==> src/rtl/fifo_pkg.sv <==
// Shared definitions for the sync FIFO and its write-side arbiter.
package fifo_pkg;
  localparam int FIFO_DEPTH  = 8;
  localparam int FIFO_DATA_W = 8;

  typedef enum logic {
    ARB_IDLE  = 1'b0,
    ARB_OWNED = 1'b1
  } arb_state_t;
endpackage

==> src/rtl/fifo_wr_arbiter_rr_pick.sv <==
// Combinational round-robin picker: first set req bit after ptr, wrapping mod NUM_REQ.
module rr_pick #(
  parameter int NUM_REQ = 4
) (
  input  logic [NUM_REQ-1:0]         req,
  input  logic [$clog2(NUM_REQ)-1:0] ptr,
  output logic [$clog2(NUM_REQ)-1:0] idx,
  output logic                       vld
);
  localparam int IDX_W = $clog2(NUM_REQ);

  // Scan farthest-first so the nearest candidate after ptr overwrites the rest.
  always_comb begin
    idx = '0;
    vld = 1'b0;
    for (int k = NUM_REQ; k >= 1; k--) begin
      if (req[(int'(ptr) + k) % NUM_REQ]) begin
        idx = IDX_W'((int'(ptr) + k) % NUM_REQ);
        vld = 1'b1;
      end
    end
  end
endmodule

==> src/rtl/fifo_wr_arbiter.sv <==
// Packet-granular round-robin arbiter sharing one FIFO write port; zero-latency pass-through.
module fifo_wr_arbiter
  import fifo_pkg::*;
#(
  parameter int NUM_REQ   = 4,
  parameter int DATA_W    = 8,
  parameter int MAX_BURST = 8
) (
  input  logic                        clk,
  input  logic                        reset,
  input  logic [NUM_REQ-1:0]          req_valid,
  input  logic [NUM_REQ-1:0]          req_last,
  input  logic [NUM_REQ*DATA_W-1:0]   req_data,
  output logic [NUM_REQ-1:0]          req_ready,
  input  logic                        fifo_full,
  output logic                        fifo_write_en,
  output logic [DATA_W-1:0]           fifo_write_data,
  output logic [$clog2(NUM_REQ)-1:0]  grant_id,
  output logic                        grant_vld,
  output logic                        locked
);
  localparam int IDX_W = $clog2(NUM_REQ);
  localparam int CNT_W = (MAX_BURST > 0) ? $clog2(MAX_BURST + 1) : 1;
  localparam logic [CNT_W-1:0] BURST_LAST = CNT_W'((MAX_BURST > 0) ? MAX_BURST - 1 : 0);

  arb_state_t       state_q, state_d;
  logic [IDX_W-1:0] owner_q, rr_ptr_q, pick_idx, select;
  logic [CNT_W-1:0] beat_cnt_q;
  logic             pick_vld, accept, release_grant;

  rr_pick #(.NUM_REQ(NUM_REQ)) u_pick (
    .req (req_valid),
    .ptr (rr_ptr_q),
    .idx (pick_idx),
    .vld (pick_vld)
  );

  always_ff @(posedge clk) begin
    if (reset) state_q <= ARB_IDLE;
    else       state_q <= state_d;
  end

  always_comb begin
    state_d = state_q;
    if (accept) state_d = release_grant ? ARB_IDLE : ARB_OWNED;
  end

  // An owner keeps the port even while its own valid is low.
  always_comb begin
    select    = (state_q == ARB_OWNED) ? owner_q : pick_idx;
    grant_vld = (state_q == ARB_OWNED) || pick_vld;
    accept    = grant_vld && req_valid[select] && !fifo_full;
    release_grant = accept &&
                    (req_last[select] || ((MAX_BURST != 0) && (beat_cnt_q == BURST_LAST)));
    grant_id      = select;
    fifo_write_en = accept;
    locked        = (state_q == ARB_OWNED);
    req_ready       = '0;
    fifo_write_data = '0;
    for (int i = 0; i < NUM_REQ; i++) begin
      if (select == IDX_W'(i)) begin
        req_ready[i]    = accept;
        fifo_write_data = req_data[i*DATA_W +: DATA_W];
      end
    end
  end

  always_ff @(posedge clk) begin
    if (reset) begin
      owner_q    <= '0;
      beat_cnt_q <= '0;
      rr_ptr_q   <= IDX_W'(NUM_REQ - 1);
    end else if (accept) begin
      if (release_grant) begin
        rr_ptr_q   <= select;
        beat_cnt_q <= '0;
      end else begin
        beat_cnt_q <= beat_cnt_q + 1'b1;
        if (state_q == ARB_IDLE) owner_q <= select;
      end
    end
  end
endmodule

==> config.mk <==
export PLATFORM = sky130hd
export DESIGN_NAME = fifo_wr_arbiter
export DESIGN_NICKNAME = d
export VERILOG_FILES = /design/src/rtl/fifo_pkg.sv /design/src/rtl/fifo_wr_arbiter_rr_pick.sv /design/src/rtl/fifo_wr_arbiter.sv
export SDC_FILE = /design/constraint.sdc
export NUM_CORES = 1
export LEC_CHECK = 0
export CORE_MARGIN = 5
export CORE_UTILIZATION = 42
export CTS_BUF_LIST = sky130_fd_sc_hd__clkbuf_2
export DETAILED_ROUTE_END_ITERATION = 12
export MAX_ROUTING_LAYER = met4
export PLACE_DENSITY = 0.88
export SYNTH_ARGS = -nofsm -noshare
export SYNTH_HDL_FRONTEND = slang
export SYNTH_HIERARCHICAL = 1
export SYNTH_SLANG_ARGS = --single-unit
==> constraint.sdc <==
create_clock -name clk -period 5.9 [get_ports clk]
set_input_delay 1.18 -clock clk [delete_from_list [all_inputs] [get_ports clk]]
set_output_delay 1.18 -clock clk [all_outputs]
set_load 0.01 [all_outputs]
==> impl_metrics.toml, run 1 <==
[status]
status = "complete, no violations"

[synthesis]
yosys_warnings = 6
syn_avg_cell_area_um2 = 6.88
seq_area_frac_synth_pct = 17.8
syn_nets = 191
synth_top_area_cell = "dfxtp_1"
synth_seq_cells = 9
ys_types = 37
netlist_top_cells_area = "dfxtp_1, nand2_1, a31oi_1"
synth_cells = 147
netlist_area_mm2 = 0.00101
synth_top_area_share_pct = 17.8

[clock_tree]
clkLatencyLatePin_ns = 0.25
cts_tree = "yes"
ctsHoldBuffers = 0
htreeDepth = 1
clkSinkCount = 9
cts_resized = 0
cts.path.max_buffers = 2
numCtsBuffers = 3
post_cts_buffers = 0
cts-root-buf = "clkbuf_2"
cts.clk_slew.worst_paths_ns = 0.09

[worst_setup_path]
crit_path_end = "fifo_write_data[5]"
cp.depth = 11
cp_max_fo = 19
cpPeakStageDelay_ns = 0.57
crit_path_start = "req_valid[1]"
cp.required_ns = 4.72
crit_type = "primary input to primary output"
worst-r2r-setup-slack_ns = 3.55
cp_cell_sequence = "clkdlybuf4s50_1 > a21oi_1 > a31oi_1 > a21oi_1 > nand2b_1 > and2_1 > inv_2 > nand2_1 > and3_1 > a31oi_1 > clkdlybuf4s50_1"
cp_num_buf_inv = 3
cp-start-kind = "primary input"
rr_endpoint = "rr_ptr_q[1]$_SDFFE_PP1P_"
cp_top_family = "buffers and inverters"
r2r_cells = 8
crit_arrival_ns = 4.27
cp-end-kind = "primary output"
cp_slowest_cell = "clkdlybuf4s50_1"
r2r-start = "rr_ptr_q[1]$_SDFFE_PP1P_"

[job]
drv_cap = 0

[finish]
syn_to_final_growth_pct = 60.5
antennaDiodeCount = 0
final_common_cell = "clkdlybuf4s50_1"
fin_util_pct = 72.0
drive_above_1_share_pct = 6.86
nNetsFinal = 249
final_cell_mix = "clkdlybuf4s50_1, nand2_1, nor2_1"

[power]
p_per_area_mw_per_mm2 = 187
finalPower_mw = 0.303
p_leak_nw = 0.656
ir_drop_uv = 146

[timing]
finClkSkew_ns = 0.00738
setup_viol = 0
post-route-period-util_pct = 92.4
hold_violations = 0
rsz0062_at_grt = "false"
final_max_slew_viol_count = 0
max-slew-margin-rel_pct = 60.3
period_needed_ns = 5.45
setup_tns_ns = 0
worst_slack_ns = 0.448
worstMarginPinSlew_ns = 0.596
fmax_mhz = 183

[drt]
dr.pass1.iters = 4
drc_errors = 0
vias = 1310
post_drt_wl_per_cell_um = 15.0
drt_iter0_drc = 35
drtAntennaViolNets = 0
via_per_inst = 5.65
routed_wl_mm = 3.47

[grt]
grt_pass1_wl_mm = 5.33
grt_pass1_vias = 1250
grt_max_degree = 20
antenna_found_initial = 0
grt_overflow = 0
grt_usage_pct = 19.6

[place]
gp_congestion = 0.825
dp_slack_ns = 0.492
portBuffers = 59
dp_hpwl_mm = 2.75

[floorplan]
rows = 17
coreArea_mm2 = 0.00225
die_area_mm2 = 0.00349
ios = 60
die_w_um = 59.1
start_util_pct = 44.8
die_y_um = 59.1

[worst_hold_path]
hp-class = "flip-flop to flip-flop"
==> report_power, final <==
part           internal [mW]  switching (mW)  total [mW]
clock network         0.0180          0.0228      0.0408
logic                  0.101          0.0876       0.188
registers             0.0653         0.00901      0.0743
total                  0.184           0.119       0.303
==> registers in the layout, summed over array words and instances, names as in the netlist <==
name and cells:
owner_q 2, rr_ptr_q 2, beat_cnt_q 4, locked 1
==> worst register-to-register path, cell delays in order (launching register included) <==
cell and delay (ns):
dfxtp_1 0.38, a21oi_1 0.17, a31oi_1 0.06, a21oi_1 0.46, nand2b_1 0.15, o32ai_1 0.32, nor2_1 0.24, a21oi_1 0.30
mux2i_1 0.21
==> metrics by stage <==
step / instance area, µm² / hold slack [ns] / std cells
after floorplan: 1010 / 0.461 / 147
final: 1620 / 0.511 / 232
after global placement: 1600 / 0.480 / 228
after global routing: 1620 / 0.545 / 232
after detailed placement: 1600 / 0.498 / 228
after CTS: 1620 / 0.518 / 232
==> synthesized netlist by cell type <==
cell / n
nand2_1: 36
nor2_1: 15
a31oi_1: 12
nand2b_1: 12
and3_1: 9
dfxtp_1: 9
mux2i_1: 7
a21oi_1: 5
inv_1: 5
buf_2: 3
o21ai_0: 3
and2_1: 2
and2b_1: 2
clkbuf_1: 2
nand3b_1: 2
o32ai_1: 2
a21oi_2: 1
a41o_4: 1
and3b_1: 1
and4_1: 1
and4b_1: 1
buf_6: 1
ha_1: 1
inv_2: 1
nand3_1: 1
nand3b_4: 1
nor3_2: 1
nor3b_1: 1
nor3b_2: 1
nor4b_4: 1
o21ai_1: 1
o21ai_2: 1
o221ai_1: 1
o221ai_2: 1
o31ai_1: 1
or2_2: 1
or3_1: 1
==> routing by layer <==
layer	vias to the layer above	routed length, µm	global-route usage (%)
met5	-	0	-
met1	612	1370	21.7
li1	638	-	-
met2	54	1850	36.4
met4	0	51	5.50
met3	6	205	2.40
==> final cells by class <==
class                   instances  area, µm²
well taps                      28       35.0
inverters                       6       22.5
clock buffers                   4       20.0
repair buffers                 59        591
fillers                       178        632
flip-flops and latches          9        180
multi-input cells             126        774
==> cells by family after synthesis <==
logic type	share of synthesized area, %
compound gates	20.5
buf+inv	5.57
simple gates	47.9
fa+ha+maj	1.24
flops	17.8
mux	6.93
==> how the worst min path moves through the flow <==
stage,startpoint,end,cells past startpoint
6_report,beat_cnt_q[0]$_SDFFE_PP0P_,beat_cnt_q[0]$_SDFFE_PP0P_,1
5_1_grt,beat_cnt_q[0]$_SDFFE_PP0P_,beat_cnt_q[0]$_SDFFE_PP0P_,1
4_1_cts,beat_cnt_q[0]$_SDFFE_PP0P_,beat_cnt_q[0]$_SDFFE_PP0P_,1
3_5_place_dp,beat_cnt_q[0]$_SDFFE_PP0P_,beat_cnt_q[0]$_SDFFE_PP0P_,1
3_3_place_gp,beat_cnt_q[0]$_SDFFE_PP0P_,beat_cnt_q[0]$_SDFFE_PP0P_,1
2_1_floorplan,beat_cnt_q[0]$_SDFFE_PP0P_,beat_cnt_q[0]$_SDFFE_PP0P_,1
(Power assumes the default switching activity.)
==> run 2: changes to the inputs <==
CORE_UTILIZATION = 40   (was 42)
CTS_BUF_LIST = sky130_fd_sc_hd__clkbuf_16   (was sky130_fd_sc_hd__clkbuf_2)
PLACE_DENSITY = 0.85   (was 0.88)
==> run 2 against run 1 <==
Effect of this change: clock power grew to 2.9 times the previous value; non-clock buffer count stayed put; first-iteration DRC count is 14% lower; total power is 26% higher; utilization is 3.4 points lower; combinational power hardly changed; critical path type unchanged; critical endpoint is now fifo_write_data[7]; largest cell class unchanged.
==> impl_metrics.toml, run 2 (synthesis gave the netlist of run 1 again) <==
[grt]
antenna_found_initial = 0
grt_overflow = 0
grt_pass1_vias = 1221
grt_pass1_wl_mm = 5.19
grt_usage_pct = 19.1
grt_max_degree = 20

[place]
portBuffers = 59
dp_hpwl_mm = 2.60
gp_congestion = 0.882
place_inst = 230
postPlaceCellArea_mm2 = 0.00161

[worst_setup_path]
worst-r2r-setup-slack_ns = 3.55
cpPeakStageDelay_ns = 0.57
cp_slowest_cell = "clkdlybuf4s50_1"
cp_top_family = "buffers and inverters"
crit_path_start = "req_valid[1]"
cp.required_ns = 4.72
cp-end-kind = "primary output"
cp-start-kind = "primary input"
r2r-start = "rr_ptr_q[1]$_SDFFE_PP1P_"
cp_cell_sequence = "clkdlybuf4s50_1 > a21oi_1 > a31oi_1 > a21oi_1 > nand2b_1 > and2_1 > inv_2 > nand2_1 > and3_1 > a31oi_1 > clkdlybuf4s50_1"
cp_num_buf_inv = 3
crit_type = "primary input to primary output"
cp_max_fo = 19
crit_arrival_ns = 4.31

[worst_hold_path]
hp-class = "flip-flop to flip-flop"
worstHoldStart = "beat_cnt_q[2]$_SDFFE_PP0P_"

[drt]
dr.pass1.iters = 4
drc_errors = 0
drt_iter0_drc = 30
post_drt_wl_per_cell_um = 14.6
routed_wl_mm = 3.42
vias = 1261
via_per_inst = 5.39
drtAntennaViolNets = 0

[floorplan]
rows = 18
die_area_mm2 = 0.00363
coreArea_mm2 = 0.00245
die_y_um = 60.3
ios = 60
die_w_um = 60.3
start_util_pct = 41.2

[clock_tree]
cts_resized = 0
ctsHoldBuffers = 0
numCtsBuffers = 3
cts.path.max_buffers = 2
post_cts_buffers = 0
clkSinkCount = 9
cts-root-buf = "clkbuf_16"
cts_tree = "yes"
cts.clk_slew.worst_paths_ns = 0.04
clkLatencyLatePin_ns = 0.24
htreeDepth = 1

[finish]
reg_top3 = "beat_cnt_q (4), owner_q (2), rr_ptr_q (2)"
regMostFlops = "beat_cnt_q"
fin_util_pct = 68.6
final_cell_mix = "clkdlybuf4s50_1, nand2_1, nor2_1"
syn_to_final_growth_pct = 66.6
largest_register_ffs = 4
drive_above_1_share_pct = 6.37
final_common_cell = "clkdlybuf4s50_1"
nNetsFinal = 249
antennaDiodeCount = 0
final_cells = 234
final_cell_area_mm2 = 0.00168

[timing]
worstMarginPinSlew_ns = 0.637
finClkSkew_ns = 0.00535
hold_violations = 0
setup_tns_ns = 0
max-slew-margin-rel_pct = 57.6
whs_ns = 0.521
rsz0062_at_grt = "false"
period_needed_ns = 5.49
final_max_slew_viol_count = 0
post-route-period-util_pct = 93.0
fmax_mhz = 182
setup_viol = 0

[status]
status = "complete, no violations"

[job]
drv_cap = 0

[power]
ir_drop_uv = 173
p_leak_nw = 0.681
p_per_area_mw_per_mm2 = 227
-- run 2: cell types whose count changed in the layout (fill, tap and decap cells not counted), sizes merged --
cell    previous run  this run
clkbuf             4         3
inv                6         7
-- run 2: power by group --
part / internal, mW / total, mW / switching, mW
clock: 0.0886 / 0.119 / 0.0301
combinational: 0.101 / 0.189 / 0.0879
sequential: 0.0657 / 0.0745 / 0.00877
total: 0.255 / 0.382 / 0.127
-- run 2: metal layers --
metal	up-vias	share of wire (%)	GRT usage, %
met1	591	41	21.0
met5	-	0	-
li1	635	-	-
met4	0	0	2.53
met3	0	4.3	3.89
met2	35	55	35.6
-- run 2: final timing paths --
kind,to,cells after the start
worst min register to register,beat_cnt_q[2]$_SDFFE_PP0P_,2
worst max register to register,rr_ptr_q[1]$_SDFFE_PP1P_,8
worst max-delay path,fifo_write_data[7],11
worst min-delay path,beat_cnt_q[2]$_SDFFE_PP0P_,2
-- run 2: tightest hold or removal path: cells and delay by family, from the launching register on --
| kind | cells | cell delay (ns) |
|---|---|---|
| compound gates | 1 | 0.08 |
| buf+inv | 1 | 0.07 |
| flops | 1 | 0.31 |
-- run 2: cell type report --
class	instances	area (µm²)
fillers	205	771
clock inverters	1	3.75
clock buffers	3	75.1
multi-input cells	126	774
well taps	30	37.5
inverters	6	22.5
flip-flops and latches	9	180
repair buffers	59	591
-- run 2: stage by stage --
stage / power (mW) / worst slack, ns
global route: 0.404 / 0.109
CTS: 0.383 / 0.407
global placement: 0.259 / 0.557
finish: 0.382 / 0.413
detailed placement: 0.262 / 0.456
floorplan: 0.177 / 1.97
